[src/rtl/aes_rkey_store_pkg.sv]
// Shared definitions for the AES-128 round-key store.
// Holds the round count, the stored-key width and the sequencer state encoding
// so the store, its register file and any neighbouring block agree on them.
package aes_rkey_store_pkg;

    localparam int AES_NR   = 10;          // rounds for a 128-bit key
    localparam int AES_NRK  = AES_NR + 1;  // round keys kept: rk0..rk10
    localparam int AES_IDXW = 4;           // round index width, 2**IDXW > NR
    localparam int AES_RK_W = 128;         // one round key = four 32-bit words

    typedef enum logic [2:0] {
        ST_IDLE   = 3'd0,
        ST_LOAD   = 3'd1,
        ST_EXPAND = 3'd2,
        ST_READY  = 3'd3,
        ST_STREAM = 3'd4
    } rks_state_t;

endpackage

[src/rtl/aes_rkey_store_regfile.sv]
// Register file holding the NR+1 round keys.
// Ports:
//   clk, rst_n  clock and asynchronous active-low clear of every entry
//   wr_en       write strobe, wr_data lands in entry wr_idx at the clock edge
//   wr_idx      entry to write (0..NR)
//   wr_data     128-bit round key to store
//   rd_idx      entry to read, combinational
//   rd_data     contents of entry rd_idx, 0 for an index beyond NR
module aes_rkey_store_regfile
    import aes_rkey_store_pkg::*;
#(
    parameter int NR   = AES_NR,
    parameter int IDXW = AES_IDXW
) (
    input  logic                clk,
    input  logic                rst_n,
    input  logic                wr_en,
    input  logic [IDXW-1:0]     wr_idx,
    input  logic [AES_RK_W-1:0] wr_data,
    input  logic [IDXW-1:0]     rd_idx,
    output logic [AES_RK_W-1:0] rd_data
);

    localparam logic [IDXW-1:0] LAST_IDX = IDXW'(NR);

    logic [AES_RK_W-1:0] mem [NR+1];

    // Storage is lost on reset so a stale key can never be replayed.
    always_ff @(posedge clk or negedge rst_n) begin
        if (!rst_n) begin
            for (int i = 0; i <= NR; i++) begin
                mem[i] <= '0;
            end
        end else if (wr_en && (wr_idx <= LAST_IDX)) begin
            mem[wr_idx] <= wr_data;
        end
    end

    // Indices 11..15 are unreachable in normal operation; read them as zero.
    assign rd_data = (rd_idx <= LAST_IDX) ? mem[rd_idx] : '0;

endmodule

[src/rtl/aes_rkey_store.sv]
// AES-128 round-key sequencer and store.
// Drives the key expander, captures rk0..rk10 and replays them to the cipher
// datapath over a valid/ready stream, forward for encrypt or reverse for decrypt.
// Ports:
//   clk, rst_n            clock, asynchronous active-low reset
//   key_ld, key           start strobe and cipher key (byte 0 in bits [127:120])
//   ex_key                registered key presented to the expander
//   ex_kld, ex_enable     expander load and advance strobes
//   ex_rkey0..ex_rkey3    expander round-key words w[0]..w[3]
//   key_ready             all round keys are stored
//   rd_start, rd_dir      stream start strobe and direction (1 = rk10 first)
//   rk_valid, rk_ready    stream handshake
//   rk_out, rk_idx        round key {w0,w1,w2,w3} and its index
//   rk_last               final beat of the stream
module aes_rkey_store
    import aes_rkey_store_pkg::*;
#(
    parameter int NR   = AES_NR,
    parameter int IDXW = AES_IDXW
) (
    input  logic                clk,
    input  logic                rst_n,
    input  logic                key_ld,
    input  logic [AES_RK_W-1:0] key,
    output logic [AES_RK_W-1:0] ex_key,
    output logic                ex_kld,
    output logic                ex_enable,
    input  logic [31:0]         ex_rkey0,
    input  logic [31:0]         ex_rkey1,
    input  logic [31:0]         ex_rkey2,
    input  logic [31:0]         ex_rkey3,
    output logic                key_ready,
    input  logic                rd_start,
    input  logic                rd_dir,
    output logic                rk_valid,
    input  logic                rk_ready,
    output logic [AES_RK_W-1:0] rk_out,
    output logic [IDXW-1:0]     rk_idx,
    output logic                rk_last
);

    localparam logic [IDXW-1:0] LAST_IDX = IDXW'(NR);

    rks_state_t          state, state_n;
    logic [AES_RK_W-1:0] key_r, key_r_n;
    logic                key_ready_n;
    logic [IDXW-1:0]     cnt, cnt_n;
    logic [IDXW-1:0]     idx, idx_n;
    logic                dir_r, dir_n;
    logic [AES_RK_W-1:0] rd_data;
    logic                streaming;
    logic                last_beat;

    aes_rkey_store_regfile #(
        .NR   (NR),
        .IDXW (IDXW)
    ) u_regfile (
        .clk     (clk),
        .rst_n   (rst_n),
        .wr_en   (state == ST_EXPAND),
        .wr_idx  (cnt),
        .wr_data ({ex_rkey0, ex_rkey1, ex_rkey2, ex_rkey3}),
        .rd_idx  (idx),
        .rd_data (rd_data)
    );

    assign streaming = (state == ST_STREAM);
    // The end index depends on the direction latched at stream start.
    assign last_beat = dir_r ? (idx == '0) : (idx == LAST_IDX);

    always_ff @(posedge clk or negedge rst_n) begin
        if (!rst_n) begin
            state     <= ST_IDLE;
            key_r     <= '0;
            key_ready <= 1'b0;
            cnt       <= '0;
            idx       <= '0;
            dir_r     <= 1'b0;
        end else begin
            state     <= state_n;
            key_r     <= key_r_n;
            key_ready <= key_ready_n;
            cnt       <= cnt_n;
            idx       <= idx_n;
            dir_r     <= dir_n;
        end
    end

    // key_ld is checked before the state case so a new key always wins,
    // aborting an expansion or stream and beating a simultaneous rd_start.
    // EXPAND samples the expander one cycle after each load/advance strobe,
    // so the capture of entry cnt always sees round key cnt.
    always_comb begin
        state_n     = state;
        key_r_n     = key_r;
        key_ready_n = key_ready;
        cnt_n       = cnt;
        idx_n       = idx;
        dir_n       = dir_r;
        if (key_ld) begin
            key_r_n     = key;
            key_ready_n = 1'b0;
            state_n     = ST_LOAD;
        end else begin
            unique case (state)
                ST_IDLE: begin
                end
                ST_LOAD: begin
                    cnt_n   = '0;
                    state_n = ST_EXPAND;
                end
                ST_EXPAND: begin
                    if (cnt == LAST_IDX) begin
                        key_ready_n = 1'b1;
                        state_n     = ST_READY;
                    end else begin
                        cnt_n = cnt + 1'b1;
                    end
                end
                ST_READY: begin
                    if (rd_start) begin
                        dir_n   = rd_dir;
                        idx_n   = rd_dir ? LAST_IDX : '0;
                        state_n = ST_STREAM;
                    end
                end
                ST_STREAM: begin
                    if (rk_ready) begin
                        if (last_beat) begin
                            state_n = ST_READY;
                        end else begin
                            idx_n = dir_r ? (idx - 1'b1) : (idx + 1'b1);
                        end
                    end
                end
                default: begin
                    state_n = ST_IDLE;
                end
            endcase
        end
    end

    // Stream outputs are forced to zero outside STREAM so the datapath never
    // sees stale keys; the load and advance strobes come from exclusive states.
    always_comb begin
        ex_key    = key_r;
        ex_kld    = (state == ST_LOAD);
        ex_enable = (state == ST_EXPAND) && (cnt < LAST_IDX);
        rk_valid  = streaming;
        rk_out    = streaming ? rd_data : '0;
        rk_idx    = streaming ? idx : '0;
        rk_last   = streaming && last_beat;
    end

endmodule
[config.mk]
export PLATFORM = sky130hd
export DESIGN_NAME = aes_rkey_store
export DESIGN_NICKNAME = d
export VERILOG_FILES = /design/src/rtl/aes_rkey_store_pkg.sv /design/src/rtl/aes_rkey_store_regfile.sv /design/src/rtl/aes_rkey_store.sv
export SDC_FILE = /design/constraint.sdc
export NUM_CORES = 2
export LEC_CHECK = 0
export BUFFER_PORTS_ARGS = -buffer_cell sky130_fd_sc_hd__buf_2
export CAP_MARGIN = 5
export CORE_MARGIN = 10
export CORE_UTILIZATION = 50
export CTS_CLUSTER_DIAMETER = 40
export DETAILED_ROUTE_END_ITERATION = 8
export PLACE_DENSITY = 0.75
export SETUP_SLACK_MARGIN = 0.3
export SYNTH_ARGS = -nofsm -noshare
export SYNTH_HDL_FRONTEND = slang
export SYNTH_SLANG_ARGS = --single-unit
export TNS_END_PERCENT = 20
[constraint.sdc]
create_clock -name clk -period 3.45 [get_ports clk]
set_input_delay 0.5175 -clock clk [delete_from_list [all_inputs] [get_ports clk]]
set_output_delay 0.5175 -clock clk [all_outputs]
set_load 0.02 [all_outputs]
==> run_results.csv <==
group,metric,value,unit
drt,vias,45040,
hold_path,worstHoldStart,"ex_rkey1[14]",
sta,hold_viol_final,0,
sta,skew,0.02945,ns
die,core,137800,um2
synthesis,syn_area,69470,um2
clock_network,cts_tree,"built",
clock_network,clock_path_buffers,3,
global_route,overflow,0,
global_route,antenna_found_initial,35,
die,start_util,0.5040,
final_layout,syn_to_final_growth,24.43,%
synthesis,synth.distinct_cells,54,
die,row_count,136,
setup_path,crit_fanout,16,
power_and_ir_drop,p_per_area,687.1,nW/um2
sta,finalCritPeriodShare,1.014,
synthesis,yosysTopAreaCell,"dfrtp_1",
synthesis,synth.top_cells.by_count,"1,549 x dfrtp_1, 1,413 x mux2_2, 269 x mux2i_1, 240 x clkbuf_1, 200 x mux2_1",
clock_network,clk_pin_slew_worst_paths,0.06,ns
synthesis,syn_area_per_cell,14.76,um2
synthesis,ys_ff_latch,1549,
clock_network,htreeDepth,4,
final_layout,fin_area,86440,um2
power_and_ir_drop,power,59.39,mW
clock_network,insertion_delay,0.84,ns
die,fp.dieW,392.7,um
die,die_height,392.7,um
setup_path,critPathKind,"flop to output port",
placed_design,dp.cells,6733,
synthesis,synthArstFlopShare,1.000,
drt,drt_iter0_drc,3440,
run_status,violations,"setup timing",
clock_network,cts_root_buf,"clkbuf_16",
job,max_cap_violations,0,
power_and_ir_drop,irDropWorstVdd,0.5146,mV
clock_network,cts_buffers,202,
setup_path,critPathRequiredTime,2.93,ns
synthesis,ys.flop_type,"dfrtp_1",
global_route,grt_start_max_net_pins,109,
run_status,status,"complete, but fails checks",
synthesis,synthMostInstantiatedCell,"dfrtp_1",
drt,postRouteAntennaNets,0,
placed_design,dp_hpwl,111200,um
placed_design,pre_cts_ws,0.5118,ns
global_route,grtUsageTotal,0.2589,
setup_path,r2r-end,"u_regfile.mem[550]",
sta,setup_slack,-0.04921,ns
synthesis,ys_warn_count,0,
placed_design,place_area,74500,um2
drt,via_per_inst,6.126,
global_route,grt_pass1_vias,48410,
synthesis,syn-num-nets,4977,
synthesis,synth-edff-count,0,
sta,rsz0062_at_grt,"true",
setup_path,reg2reg_depth,8,
drt,wl_per_cell,28.25,um
sta,worstMarginPinSlew,0.9286,ns
synthesis,synth_top_area_frac,0.5580,
final_layout,nets,5641,
clock_network,clock-sinks,1549,
drt,wl,207700,um
setup_path,reg2reg_from,"state[2]",
die,die-area,154200,um2
drt,drc,0,
hold_path,hold_class,"input port to flop",
setup_path,end_kind,"output port",
synthesis,yosysSeqAreaShare,0.5580,
drt,first_pass_iters,5,
hold_path,holdPathEnd,"u_regfile.mem[334]",
global_route,grt_pass1_wl,306100,um
sta,relSlewSlack,0.3809,
placed_design,io_buffers,526,
sta,clock.fmax,285.8,MHz
sta,drv_slew,0,
setup_path,cp-start-kind,"flop",
die,io_pins,527,
setup_path,worstPathArrival,2.98,ns
final_layout,drive_gt1_frac,0.5300,
setup_path,rrSetupSlack,0.75,ns
synthesis,netlist_instances,4708,
power_and_ir_drop,power_leakage,36.46,nW
final_layout,filler_cell_count,9779,
sta,setup_viol,6,
sta,period_minus_slack,3.499,ns
sta,fin_hold_ws,0.04515,ns
final_layout,instances_no_fill,7352,
synthesis,yosys-top-cells-area,"dfrtp_1 56%, mux2_2 23%, mux4_2 4.1%",
placed_design,gp_congestion,0.7736,
hold_path,whs_path_depth,2,
==> state kept, by name (all words and copies together), names as in the netlist <==
signal,count
ex_key,128
key_ready,1
cnt,4
state,3
u_regfile.mem,1408
dir_r,1
idx,4
==> cell usage in the layout, fill, tap and decap left out, drive strengths merged, types with 18 or more instances in the layout <==
| master | Yosys | routed |
|---|---|---|
| inv | 9 | 37 |
| mux2i | 269 | 269 |
| buf | 226 | 776 |
| dfrtp | 1549 | 1549 |
| bufinv | 0 | 26 |
| clkinvlp | 0 | 18 |
| a221oi | 128 | 128 |
| nor2 | 19 | 19 |
| clkinv | 1 | 51 |
| mux2 | 1653 | 1653 |
| dlygate4sd3 | 0 | 131 |
| o21ai | 145 | 145 |
| clkbuf | 243 | 270 |
| nand2 | 44 | 44 |
| a21oi | 134 | 134 |
| mux4 | 128 | 128 |
| a22oi | 117 | 117 |
==> report_power, final <==
| group | leakage [nW] | switching, mW | total (mW) | internal (mW) |
|---|---|---|---|---|
| sequential | 18.3 | 2.05 | 24.1 | 22.1 |
| combinational | 14.6 | 6.76 | 13.2 | 6.41 |
| clock | 3.48 | 8.64 | 22.1 | 13.4 |
| total | 36.5 | 17.5 | 59.4 | 41.9 |
==> how the worst max path moves through the flow <==
stage	startpoint	endpoint	slack [ns]	depth (start not counted)
floorplan	idx[1]	rk_out[100]	1.07	6
global placement	idx[0]	rk_out[6]	0.52	8
detailed placement	idx[1]	rk_out[88]	0.51	7
CTS	idx[0]	rk_out[63]	-0.09	7
global route	idx[1]	rk_last	-0.10	4
finish	idx[0]	rk_out[31]	-0.05	9
==> critical path, stage by stage, from the launching register on <==
cell and delay [ns]:
dfrtp_4 0.57, and2b_1 0.25, and3_4 0.25, o31ai_4 0.08, buf_6 0.14, buf_12 0.14
buf_12 0.13, buf_16 0.18, a21oi_4 0.23, buf_6 0.16
==> cells by family after synthesis <==
family / synth area share
simple gates: 0.005674
buf+inv: 0.03352
fa+ha+maj: 0.001369
compound gates: 0.05084
xor+xnor: 0.0002522
flops: 0.5580
mux: 0.3504
==> routing by layer <==
metal / track usage / part of all wire
met5: 0 / 0.00052
met4: 0.08254 / 0.027
met3: 0.06206 / 0.079
met2: 0.4225 / 0.48
met1: 0.3408 / 0.41
==> final cells by class <==
cell class / count / area (um2) / area share
clock inverter: 122 / 1719 / 0.01989
timing repair buffer: 929 / 8651 / 0.1001
clock buffer: 252 / 5495 / 0.06357
inverter: 10 / 51.30 / 0.0005935
tap: 1794 / 2245 / 0.02597
multi-input combinational: 2680 / 29460 / 0.3409
antenna: 16 / 40.04 / 0.0004632
sequential: 1549 / 38770 / 0.4486
==> what timing repair did <==
item / in CTS / in global routing
cloned: 22 / 20
endpoints found under the hold margin: 197 / 0
pin swaps: 61 / 67
hold buffers: 131 / 0
buffers inserted: 41 / 15
gates resized for setup: 285 / 157
endpoints found under the setup margin: 130 / 129
==> through the flow <==
stage / TNS [ns] / utilization
floorplan: 0 / -
global placement: 0 / 0.5405
detailed placement: 0 / 0.5405
CTS: -1.241 / 0.6176
global route: -2.945 / 0.6271
finish: -0.09669 / 0.6271
Power figures use the tool's default switching activity.
